[config.mk]
export PLATFORM = sky130hd
export DESIGN_NAME = rf_wb_ctrl_flat
export DESIGN_NICKNAME = d
export VERILOG_FILES = /design/src/rtl/rf_wb_pkg.sv /design/src/rtl/rf_wb_ctrl_if.sv /design/src/rtl/rf_rr_arbiter.sv /design/src/rtl/rf_wb_ctrl.sv /design/src/flat_wrapper.sv
export SDC_FILE = /design/constraint.sdc
export NUM_CORES = 1
export LEC_CHECK = 0
export BUFFER_PORTS_ARGS = -buffer_cell sky130_fd_sc_hd__buf_2
export CAP_MARGIN = 20
export CORE_AREA = 2 2 118 120
export CTS_BUF_LIST = sky130_fd_sc_hd__clkbuf_4 sky130_fd_sc_hd__clkbuf_8
export CTS_CLUSTER_DIAMETER = 120
export CTS_CLUSTER_SIZE = 28
export DETAILED_ROUTE_END_ITERATION = 10
export DIE_AREA = 0 0 120 122
export SYNTH_ARGS = -nofsm -noshare
export SYNTH_HDL_FRONTEND = slang
export SYNTH_SLANG_ARGS = --single-unit
[constraint.sdc]
create_clock -name clk -period 7.1 [get_ports clk]
set_input_delay 1.065 -clock clk [delete_from_list [all_inputs] [get_ports clk]]
set_output_delay 1.065 -clock clk [all_outputs]
set_load 0.03 [all_outputs]
[src/rtl/rf_wb_pkg.sv]
// Shared constants and lane helper for the register-file writeback controller.
// Optional feature macro: RF_SCOREBOARD_EN (busy-bit scoreboard and hazard logic).
package rf_wb_pkg;

  localparam int unsigned DEF_ADDR_WIDTH = 5;
  localparam int unsigned DEF_DATA_WIDTH = 64;
  localparam int unsigned DEF_NREQ       = 3;

  // Upper bounds the lane helper is sized for.
  localparam int unsigned MAX_NREQ   = 8;
  localparam int unsigned MAX_LANE_W = 64;
  localparam int unsigned MAX_BUS_W  = MAX_NREQ * MAX_LANE_W;

  // Extract lane idx of width lane_w from a packed bus; the caller truncates to lane_w.
  function automatic logic [MAX_LANE_W-1:0] get_lane(input logic [MAX_BUS_W-1:0] bus,
                                                     input int unsigned lane_w,
                                                     input int unsigned idx);
    return MAX_LANE_W'(bus >> (lane_w * idx));
  endfunction

endpackage

[src/rtl/rf_wb_ctrl_if.sv]
// Writeback requester bus: NREQ packed valid/ready/address/data lanes.
interface rf_wb_ctrl_if
  import rf_wb_pkg::*;
#(
  parameter int unsigned NREQ       = DEF_NREQ,
  parameter int unsigned ADDR_WIDTH = DEF_ADDR_WIDTH,
  parameter int unsigned DATA_WIDTH = DEF_DATA_WIDTH
);

  logic [NREQ-1:0]            wb_valid;
  logic [NREQ-1:0]            wb_ready;
  logic [NREQ*ADDR_WIDTH-1:0] wb_addr;
  logic [NREQ*DATA_WIDTH-1:0] wb_data;

  modport master (output wb_valid, output wb_addr, output wb_data, input wb_ready);
  modport slave  (input wb_valid, input wb_addr, input wb_data, output wb_ready);

endinterface

[src/rtl/rf_rr_arbiter.sv]
// Round-robin arbiter: one-hot grant searched from ptr, ptr moves past the winner.
module rf_rr_arbiter #(
  parameter int unsigned N = 3,
  localparam int unsigned PTR_W = (N > 1) ? $clog2(N) : 1
) (
  input  logic             clk,
  input  logic             rst,
  input  logic [N-1:0]     req,
  output logic [N-1:0]     gnt_c,
  output logic [PTR_W-1:0] gnt_idx_c
);

  logic [PTR_W-1:0] ptr;
  logic [PTR_W-1:0] cand;
  logic             found;

  // First requester at or after ptr (wrapping) wins; nothing is granted in reset.
  always_comb begin
    gnt_c     = '0;
    gnt_idx_c = '0;
    cand      = '0;
    found     = rst;
    for (int unsigned k = 0; k < N; k++) begin
      cand = PTR_W'((32'(ptr) + k) % N);
      if (!found && req[cand]) begin
        gnt_c[cand] = 1'b1;
        gnt_idx_c   = cand;
        found       = 1'b1;
      end
    end
  end

  // Pointer advances to the slot after the granted requester, holds otherwise.
  always_ff @(posedge clk) begin
    if (rst) begin
      ptr <= '0;
    end else if (|gnt_c) begin
      ptr <= (gnt_idx_c == PTR_W'(N - 1)) ? '0 : gnt_idx_c + PTR_W'(1);
    end
  end

endmodule

[src/rtl/rf_wb_ctrl.sv]
// Register-file writeback controller: round-robin shares the single write port
// among NREQ requesters and, with RF_SCOREBOARD_EN defined, tracks in-flight
// destinations in a busy-bit scoreboard that drives iss_ready and hazard.
module rf_wb_ctrl
  import rf_wb_pkg::*;
#(
  parameter int unsigned ADDR_WIDTH = DEF_ADDR_WIDTH,
  parameter int unsigned DATA_WIDTH = DEF_DATA_WIDTH,
  parameter int unsigned NREQ       = DEF_NREQ
) (
  input  logic                  clk,
  input  logic                  rst,
  rf_wb_ctrl_if.slave           wb,
  output logic                  rf_wen,
  output logic [ADDR_WIDTH-1:0] rf_waddr,
  output logic [DATA_WIDTH-1:0] rf_wdata,
  input  logic                  iss_valid,
  input  logic [ADDR_WIDTH-1:0] iss_addr,
  output logic                  iss_ready,
  input  logic [ADDR_WIDTH-1:0] rs1_addr,
  input  logic [ADDR_WIDTH-1:0] rs2_addr,
  output logic                  hazard
);

  localparam int unsigned PTR_W = (NREQ > 1) ? $clog2(NREQ) : 1;

  logic [NREQ-1:0]       gnt;
  logic [PTR_W-1:0]      gnt_idx;
  logic                  accept;
  logic [ADDR_WIDTH-1:0] sel_addr;
  logic [DATA_WIDTH-1:0] sel_data;

  rf_rr_arbiter #(.N(NREQ)) u_arb (
    .clk       (clk),
    .rst       (rst),
    .req       (wb.wb_valid),
    .gnt_c     (gnt),
    .gnt_idx_c (gnt_idx)
  );

  assign wb.wb_ready = gnt;
  assign accept      = |gnt;

  // Winning lane's address and data.
  always_comb begin
    sel_addr = ADDR_WIDTH'(get_lane(MAX_BUS_W'(wb.wb_addr), ADDR_WIDTH, 32'(gnt_idx)));
    sel_data = DATA_WIDTH'(get_lane(MAX_BUS_W'(wb.wb_data), DATA_WIDTH, 32'(gnt_idx)));
  end

  // Write stage: register the accepted write; x0 writes keep rf_wen low.
  always_ff @(posedge clk) begin
    if (rst) begin
      rf_wen   <= 1'b0;
      rf_waddr <= '0;
      rf_wdata <= '0;
    end else if (accept) begin
      rf_wen   <= (sel_addr != '0);
      rf_waddr <= sel_addr;
      rf_wdata <= sel_data;
    end else begin
      rf_wen   <= 1'b0;
    end
  end

`ifdef RF_SCOREBOARD_EN
  localparam int unsigned NREG = 2 ** ADDR_WIDTH;

  logic [NREG-1:0] busy;
  logic [NREG-1:0] busy_nxt;
  logic            iss_fire;

  // Issue is refused while its destination is still in flight (x0 never is).
  always_comb begin
    iss_ready = !rst && (!busy[iss_addr] || (iss_addr == '0));
    iss_fire  = iss_valid && iss_ready && (iss_addr != '0);
    hazard    = (busy[rs1_addr] && (rs1_addr != '0)) ||
                (busy[rs2_addr] && (rs2_addr != '0)) ||
                (iss_valid && !iss_ready);
  end

  // Clear on the committing write, then set on issue so a fresh issue is kept.
  always_comb begin
    busy_nxt = busy;
    if (rf_wen) begin
      busy_nxt[rf_waddr] = 1'b0;
    end
    if (iss_fire) begin
      busy_nxt[iss_addr] = 1'b1;
    end
    busy_nxt[0] = 1'b0;
  end

  // Scoreboard state.
  always_ff @(posedge clk) begin
    if (rst) begin
      busy <= '0;
    end else begin
      busy <= busy_nxt;
    end
  end
`else
  logic unused_sb_inputs;

  // Without the scoreboard, issue is always accepted and no hazard is reported.
  always_comb begin
    iss_ready        = !rst;
    hazard           = 1'b0;
    unused_sb_inputs = ^{iss_valid, iss_addr, rs1_addr, rs2_addr};
  end
`endif

endmodule

[src/flat_wrapper.sv]
// flat-port wrapper written by rule: the top's interface ports become plain ports
module rf_wb_ctrl_flat import rf_wb_pkg::*;
#(
  parameter int unsigned ADDR_WIDTH = DEF_ADDR_WIDTH,
  parameter int unsigned DATA_WIDTH = DEF_DATA_WIDTH,
  parameter int unsigned NREQ       = DEF_NREQ
)
  (clk, rst, rf_wen, rf_waddr, rf_wdata, iss_valid, iss_addr, iss_ready, rs1_addr, rs2_addr, hazard, wb_wb_valid, wb_wb_addr, wb_wb_data, wb_wb_ready);
  rf_wb_ctrl_if #(.NREQ(NREQ), .ADDR_WIDTH(ADDR_WIDTH), .DATA_WIDTH(DATA_WIDTH)) wb_i ();
  input  logic clk;
  input  logic rst;
  output logic rf_wen;
  output logic [ADDR_WIDTH-1:0] rf_waddr;
  output logic [DATA_WIDTH-1:0] rf_wdata;
  input  logic iss_valid;
  input  logic [ADDR_WIDTH-1:0] iss_addr;
  output logic iss_ready;
  input  logic [ADDR_WIDTH-1:0] rs1_addr;
  input  logic [ADDR_WIDTH-1:0] rs2_addr;
  output logic hazard;
  input wire logic [$bits(wb_i.wb_valid)-1:0] wb_wb_valid;
  input wire logic [$bits(wb_i.wb_addr)-1:0] wb_wb_addr;
  input wire logic [$bits(wb_i.wb_data)-1:0] wb_wb_data;
  output wire logic [$bits(wb_i.wb_ready)-1:0] wb_wb_ready;
  assign wb_i.wb_valid = wb_wb_valid;
  assign wb_i.wb_addr = wb_wb_addr;
  assign wb_i.wb_data = wb_wb_data;
  assign wb_wb_ready = wb_i.wb_ready;
  rf_wb_ctrl #(.ADDR_WIDTH(ADDR_WIDTH), .DATA_WIDTH(DATA_WIDTH), .NREQ(NREQ)) u_core (.clk(clk), .rst(rst), .wb(wb_i), .rf_wen(rf_wen), .rf_waddr(rf_waddr), .rf_wdata(rf_wdata), .iss_valid(iss_valid), .iss_addr(iss_addr), .iss_ready(iss_ready), .rs1_addr(rs1_addr), .rs2_addr(rs2_addr), .hazard(hazard));
endmodule
# Yosys cells after proc, flatten, opt, wreduce, memory -nomap -nowiden

Cells that the tools add are included.

Register bits after elaboration: 72
Bits of input ports: 228
Output and inout bits: 75
Word-level logic and storage cells: 56

Add/subtract/negate cells: 3
$mul: 1
Divide/modulo/power cells: 3
$lt $le $gt $ge: 6
Equal/unequal tests: 1
Shift-type cells: 2
Muxes and demuxes: 21
Bitwise logic cells: 3
Reduce and logical (&&, ||, !) cells: 12

Operator list:

| kind                                                              | count |
|---|---|
| >> shifter 192 x 8 -> 64 bit                                      | 1 |
| modulo 32 x 2 -> 32 bit, second input constant                    | 2 |
| modulo 2 x 2 -> 32 bit, second input constant                     | 1 |
| >> shifter 15 x 5 -> 5 bit                                        | 1 |
| < comparator 2 x 3 -> 1 bit, second input constant                | 3 |
| two-way mux 3 bit                                                 | 3 |
| two-way mux 1 bit                                                 | 8 |
| two-way mux 2 bit                                                 | 4 |
| binary-select mux 1 bit (select 2 bit)                            | 3 |
| demux 1 bit (select 2 bit)                                        | 3 |
| greater-or-equal comparator 2 x 1 -> 1 bit, second input constant | 3 |
| logical AND 1 bit                                                 | 6 |
| bitwise OR 3 bit                                                  | 2 |
| multiplier 3 x 2 -> 5 bit, first input constant                   | 1 |
| nonzero test 5 bit                                                | 1 |
| adder 2 x 1 -> 3 bit, second input constant                       | 1 |
| adder 2 x 2 -> 3 bit, second input constant                       | 1 |
| zero test 1 bit                                                   | 3 |
| OR reduction 3 bit                                                | 1 |
| adder 2 x 1 -> 2 bit, second input constant                       | 1 |
| == test 2 bit, second input constant                              | 1 |
| OR reduction 2 bit                                                | 1 |
| inverter 1 bit                                                    | 1 |

# Depth between registers and ports, before layout

Word-level depth: 14
Mapped depth: 11
Gate-level depth less buffers: 9

# Cells and area by module

From an unflattened synthesis, not the netlist that was laid out.

Cells, all modules: 525
Area, all modules: 4,515.6 sq um

Modules (own cells, without submodules):

| module        | instances | cells each | area each (sq um) | seq. area each (sq um) |
|---|---|---|---|---|
| rf_wb_ctrl    | 1         | 466        | 4,066.4           | 1,401.3 |
| rf_rr_arbiter | 1         | 59         | 449.2             | 40.0 |

# Least setup slack after synthesis

No wires, ideal clock.

Kind: input port to output port
Start: input wb_wb_valid[2]
End: output wb_wb_ready[1]
Arrival: 2.636 ns
Required time: 6.035 ns
Setup slack: 3.399 ns
Stages: 4
Buffers on the path: 0
Path through: mux2i_1 -> a311o_1 -> nand3_1 -> a311oi_1

Word-level cells in the longest chain between the ends: 10
Elaborated cells between the ends (all ways): 18
Classes of those cells: mux: 11; bitwise: 2; reduce/logical: 5

RTL lines:

| element                                 | RTL line            | RTL |
|---|---|---|
| start: declaration                      | flat_wrapper.sv:21  | `input wire logic [$bits(wb_i.wb_valid)-1:0] wb_wb_valid;` |
| binary-select mux 1 bit (select 2 bit)  | rf_rr_arbiter.sv:25 | `if (!found && req[cand]) begin` |
| two-way mux 1 bit (not written as such) | rf_rr_arbiter.sv:25 |  |
| logical AND 1 bit                       | rf_rr_arbiter.sv:25 |  |
| two-way mux 1 bit                       | rf_rr_arbiter.sv:25 |  |
| zero test 1 bit                         | rf_rr_arbiter.sv:25 |  |
| logical AND 1 bit                       | rf_rr_arbiter.sv:25 |  |
| two-way mux 1 bit                       | rf_rr_arbiter.sv:25 |  |
| zero test 1 bit                         | rf_rr_arbiter.sv:25 |  |
| logical AND 1 bit                       | rf_rr_arbiter.sv:25 |  |
| two-way mux 3 bit *                     | rf_rr_arbiter.sv:25 |  |
| end: declaration                        | flat_wrapper.sv:24  | `output wire logic [$bits(wb_i.wb_ready)-1:0] wb_wb_ready;` |

Mark *: on every way between the ends. The rest lies on a longest branch, timed or not. The select of a mux whose other input is x is not followed.

# Worst setup path after layout

Start: input wb_wb_valid[2]
End: register u_core.rf_wdata[49]

Word-level cells in the longest chain between the ends: 11
Elaborated cells between the ends (all ways): 23
Classes of those cells: shift: 1; mux: 14; bitwise: 2; reduce/logical: 6

RTL lines:

| element                                                            | RTL line                          | RTL |
|---|---|---|
| binary-select mux 1 bit (select 2 bit)                             | rf_rr_arbiter.sv:25               |  |
| two-way mux 1 bit (not written as such)                            | rf_rr_arbiter.sv:25               |  |
| logical AND 1 bit                                                  | rf_rr_arbiter.sv:25               |  |
| two-way mux 1 bit                                                  | rf_rr_arbiter.sv:25               |  |
| zero test 1 bit                                                    | rf_rr_arbiter.sv:25               |  |
| logical AND 1 bit                                                  | rf_rr_arbiter.sv:25               |  |
| two-way mux 1 bit                                                  | rf_rr_arbiter.sv:25               |  |
| zero test 1 bit                                                    | rf_rr_arbiter.sv:25               |  |
| logical AND 1 bit                                                  | rf_rr_arbiter.sv:25               |  |
| two-way mux 2 bit or two-way mux 3 bit (tied branches)             | rf_rr_arbiter.sv:25               |  |
| >> shifter 192 x 8 -> 64 bit or OR reduction 3 bit (tied branches) | rf_wb_pkg.sv:18, rf_wb_ctrl.sv:42 |  |
| end signal: assignment                                             | rf_wb_ctrl.sv:59                  | `rf_wdata <= sel_data;` |
| end: declaration                                                   | rf_wb_ctrl.sv:16                  | `output logic [DATA_WIDTH-1:0] rf_wdata,` |

Parallel ways exist; a longest one is shown, timed or not. The select of a mux whose other input is x is not followed.
A chain may end at the register's enable or synchronous reset.

==> flow_summary_export.csv <==
group,metric,value,unit
clock_tree,cts_post_setup_buffers_inserted,0,
routing,drt.antenna.violating_nets,0,
finish,finalCoreUtilization,42.84,%
synthesis,post_synth.cell_area_avg,7.687,um^2
worst_setup_path,worst_setup_path_start_kind,"primary input",
sta,setup_repair_after_global_routing_missed_its_margin,"false",
synthesis,yosys.cell_types.count,40,
place,gp_routability_congestion,0.8046,
clock_tree,cts.reportedPaths.clkPinSlew,0.07,ns
synthesis,synth_most_common_cell,"nand2_1",
worst_setup_path,critical_path.endpoint_type,"flop",
die,die_area,14640,um^2
synthesis,netlist_top_cells_count,"nand2_1, dfxtp_1, nor2_1",
worst_setup_path,reg2reg_from,"u_core.u_arb.ptr[0]",
worst_hold_path,hold_path.class,"flop to flop",
clock_tree,clk_root_buffer_cell,"clkbuf_8",
power_and_ir_drop,finalPower,3025,uW
place,detailedPlacementHpwl,10050,um
power_and_ir_drop,max-vdd-ir-drop,330.7,uV
synthesis,synth_top_area_share,35.05,%
sta,worstMarginPinSlew,0.9650,ns
worst_setup_path,crit_path_start,"wb_wb_valid[2]",
sta,worst_clock_skew,0.005409,ns
synthesis,synth_warnings,0,
synthesis,ys.flop_type,"dfxtp_1",
finish,layout-drive-gt1-share,48.79,%
clock_tree,clkLatencyLatePin,0.35,ns
worst_setup_path,critical_path_type,"primary input to flop",
outcome,run_status,"completed",
sta,fin_setup_tns,0,ns
grt,grt_start_max_net_pins,96,
die,start_util,30.45,%
clock_tree,ctsHtreeMaxLevel,3,
routing,detail_route.vias_per_cell,5.074,
clock_tree,sinks_on_clock_net,72,
synthesis,ys_async_sr_fraction,0,%
worst_setup_path,critPathArrivalTime,4.02,ns
finish,synthToLayoutAreaGrowth,40.68,%
clock_tree,cts_max_path_buffers,2,
finish,final_cell_area,5786,um^2
synthesis,synth_top_cells_by_area,"dfxtp_1, a31o_2, a311oi_1, nand2_1, nor2_1",
worst_hold_path,hp-start,"u_core.rf_waddr[4]",
place,placement.cell_area,5579,um^2
place,dp.cells,951,
die,num_rows,43,
finish,final_nets,1014,
clock_tree,hold_buffer_count_at_cts,0,
die,chipWidth,120,um
sta,hold_viol,0,
grt,via_count_of_the_first_global_routing_pass,4466,
synthesis,ys_ff_latch,72,
routing,avg_wl_per_cell,14.62,um
synthesis,netlist_instances,535,
finish,instances_no_fill,967,
clock_tree,tritoncts.num_buffers,9,
routing,route.vias.total,4907,
worst_setup_path,reg2reg_slack,3.44,ns
worst_setup_path,worst-path-max-fanout,44,
grt,global_route.overflow_total,0,
synthesis,synth_top_cell_by_area,"dfxtp_1",
synthesis,net_count_of_the_mapped_netlist,767,
clock_tree,tritoncts_clock_tree,"yes",
die,core_area,13500,um^2
job,cap_viol_max_count,0,
sta,setup_viol,0,
sta,timing.slew.headroom,35.67,%
synthesis,netlist_area,4113,um^2
sta,timing_max_transition_violations_final,0,
routing,drt_drc_violations_left,0,
synthesis,synth-edff-count,0,
die,die-height,122,um
place,buffer_ports.inserted,285,
grt,global_route.usage.total,18.63,%
grt,wire_length_of_the_first_global_routing_pass,22020,um
synthesis,synth-seq-area-share,35.05,%
grt,grt_antenna_before_repair,0,
finish,antenna_cells_inserted,0,
worst_setup_path,worst_ep_required_time,7.40,ns
routing,wirelength,14130,um
sta,clock.fmax,0.2688,GHz
sta,period_share,52.40,%
routing,drt_iter0_drc,156,
routing,drt-pass1-iter-count,4,
clock_tree,post_cts_resize_count,0,
power_and_ir_drop,total_leakage_power,0.002848,uW
power_and_ir_drop,power.density_cell_area,522.9,nW/um^2
die,io_pins,303,
sta,fin_crit,3.720,ns
==> kinds of logic (layout without fill, tap and decap cells) <==
kind of cell               count (synthesis)  in the layout  share of synthesized area [%]
and+or+nand+nor                          234            234                          22.79
AOI/OAI and AO/OA                        161            161                          33.44
DFF                                       72             72                          35.05
buffers and inverters                     60            312                          6.358
adders and majority gates                  4              4                          1.217
muxes                                      3              3                          1.065
other                                      1              1                        0.09118
==> worst max-delay path, cell delays in order <==
cell and delay, ns:
buf_2 0.13, and4bb_1 0.21, a311o_1 0.38, a311oi_2 0.33
and2_2 0.79, buf_4 0.45, nand2_1 0.09, a311oi_1 0.39
a31o_2 0.16
==> placed cells by master, fill, tap and decap left out, types with 3 or more instances in the layout <==
master / instances
buf_2: 285
a31o_2: 68
nand3b_1: 3
a311oi_1: 68
nand2_1: 143
a21oi_1: 5
dfxtp_1: 72
nand3_1: 5
buf_4: 6
ha_1: 4
clkbuf_8: 11
inv_1: 4
a311o_1: 3
o21ai_0: 4
nor2_1: 72
==> final timing paths <==
path / end / cells past startpoint
max: u_core.rf_wdata[49] / 9
min reg2reg: u_core.rf_waddr[4] / 2
min: u_core.rf_waddr[4] / 2
max reg2reg: u_core.rf_wdata[49] / 10
==> metal layers <==
metal | wire (um) | global-route usage (%) | vias up
met5 | 0 | 0 | -
met4 | 316 | 8.015 | 0
met3 | 1075 | 4.354 | 19
met2 | 6759 | 31.46 | 204
met1 | 5983 | 22.68 | 2229
li1 | - | - | 2455
==> through the flow <==
stage               setup slack [ns]  hold slack (ns)
floorplan                      3.399           0.4824
global placement               2.973           0.4399
detailed placement             2.978           0.4459
CTS                            3.367           0.4568
global route                   3.187           0.4758
finish                         3.380           0.4548
==> layout make-up <==
class	instances	area, um^2
Fill cell	1450	7719
Multi-Input combinational cell	403	2422
Timing Repair Buffer	291	1471
Sequential cell	72	1441
Tap cell	180	225.2
Clock buffer	13	166.4
Clock inverter	3	40.04
Inverter	5	18.77
==> sequential cells by signal (all words and copies together) (netlist names) <==
register	flops
u_core.rf_wen	1
u_core.rf_waddr	5
u_core.u_arb.ptr	2
u_core.rf_wdata	64
==> power breakdown <==
group          switching (uW)  total [uW]  leakage (uW)  internal, uW
Sequential               88.3         699      0.000602           611
Clock                     152         340      0.000110           188
Combinational            1250        1990       0.00214           734
Total                    1490        3030       0.00285          1530
(Power assumes the default switching activity.)
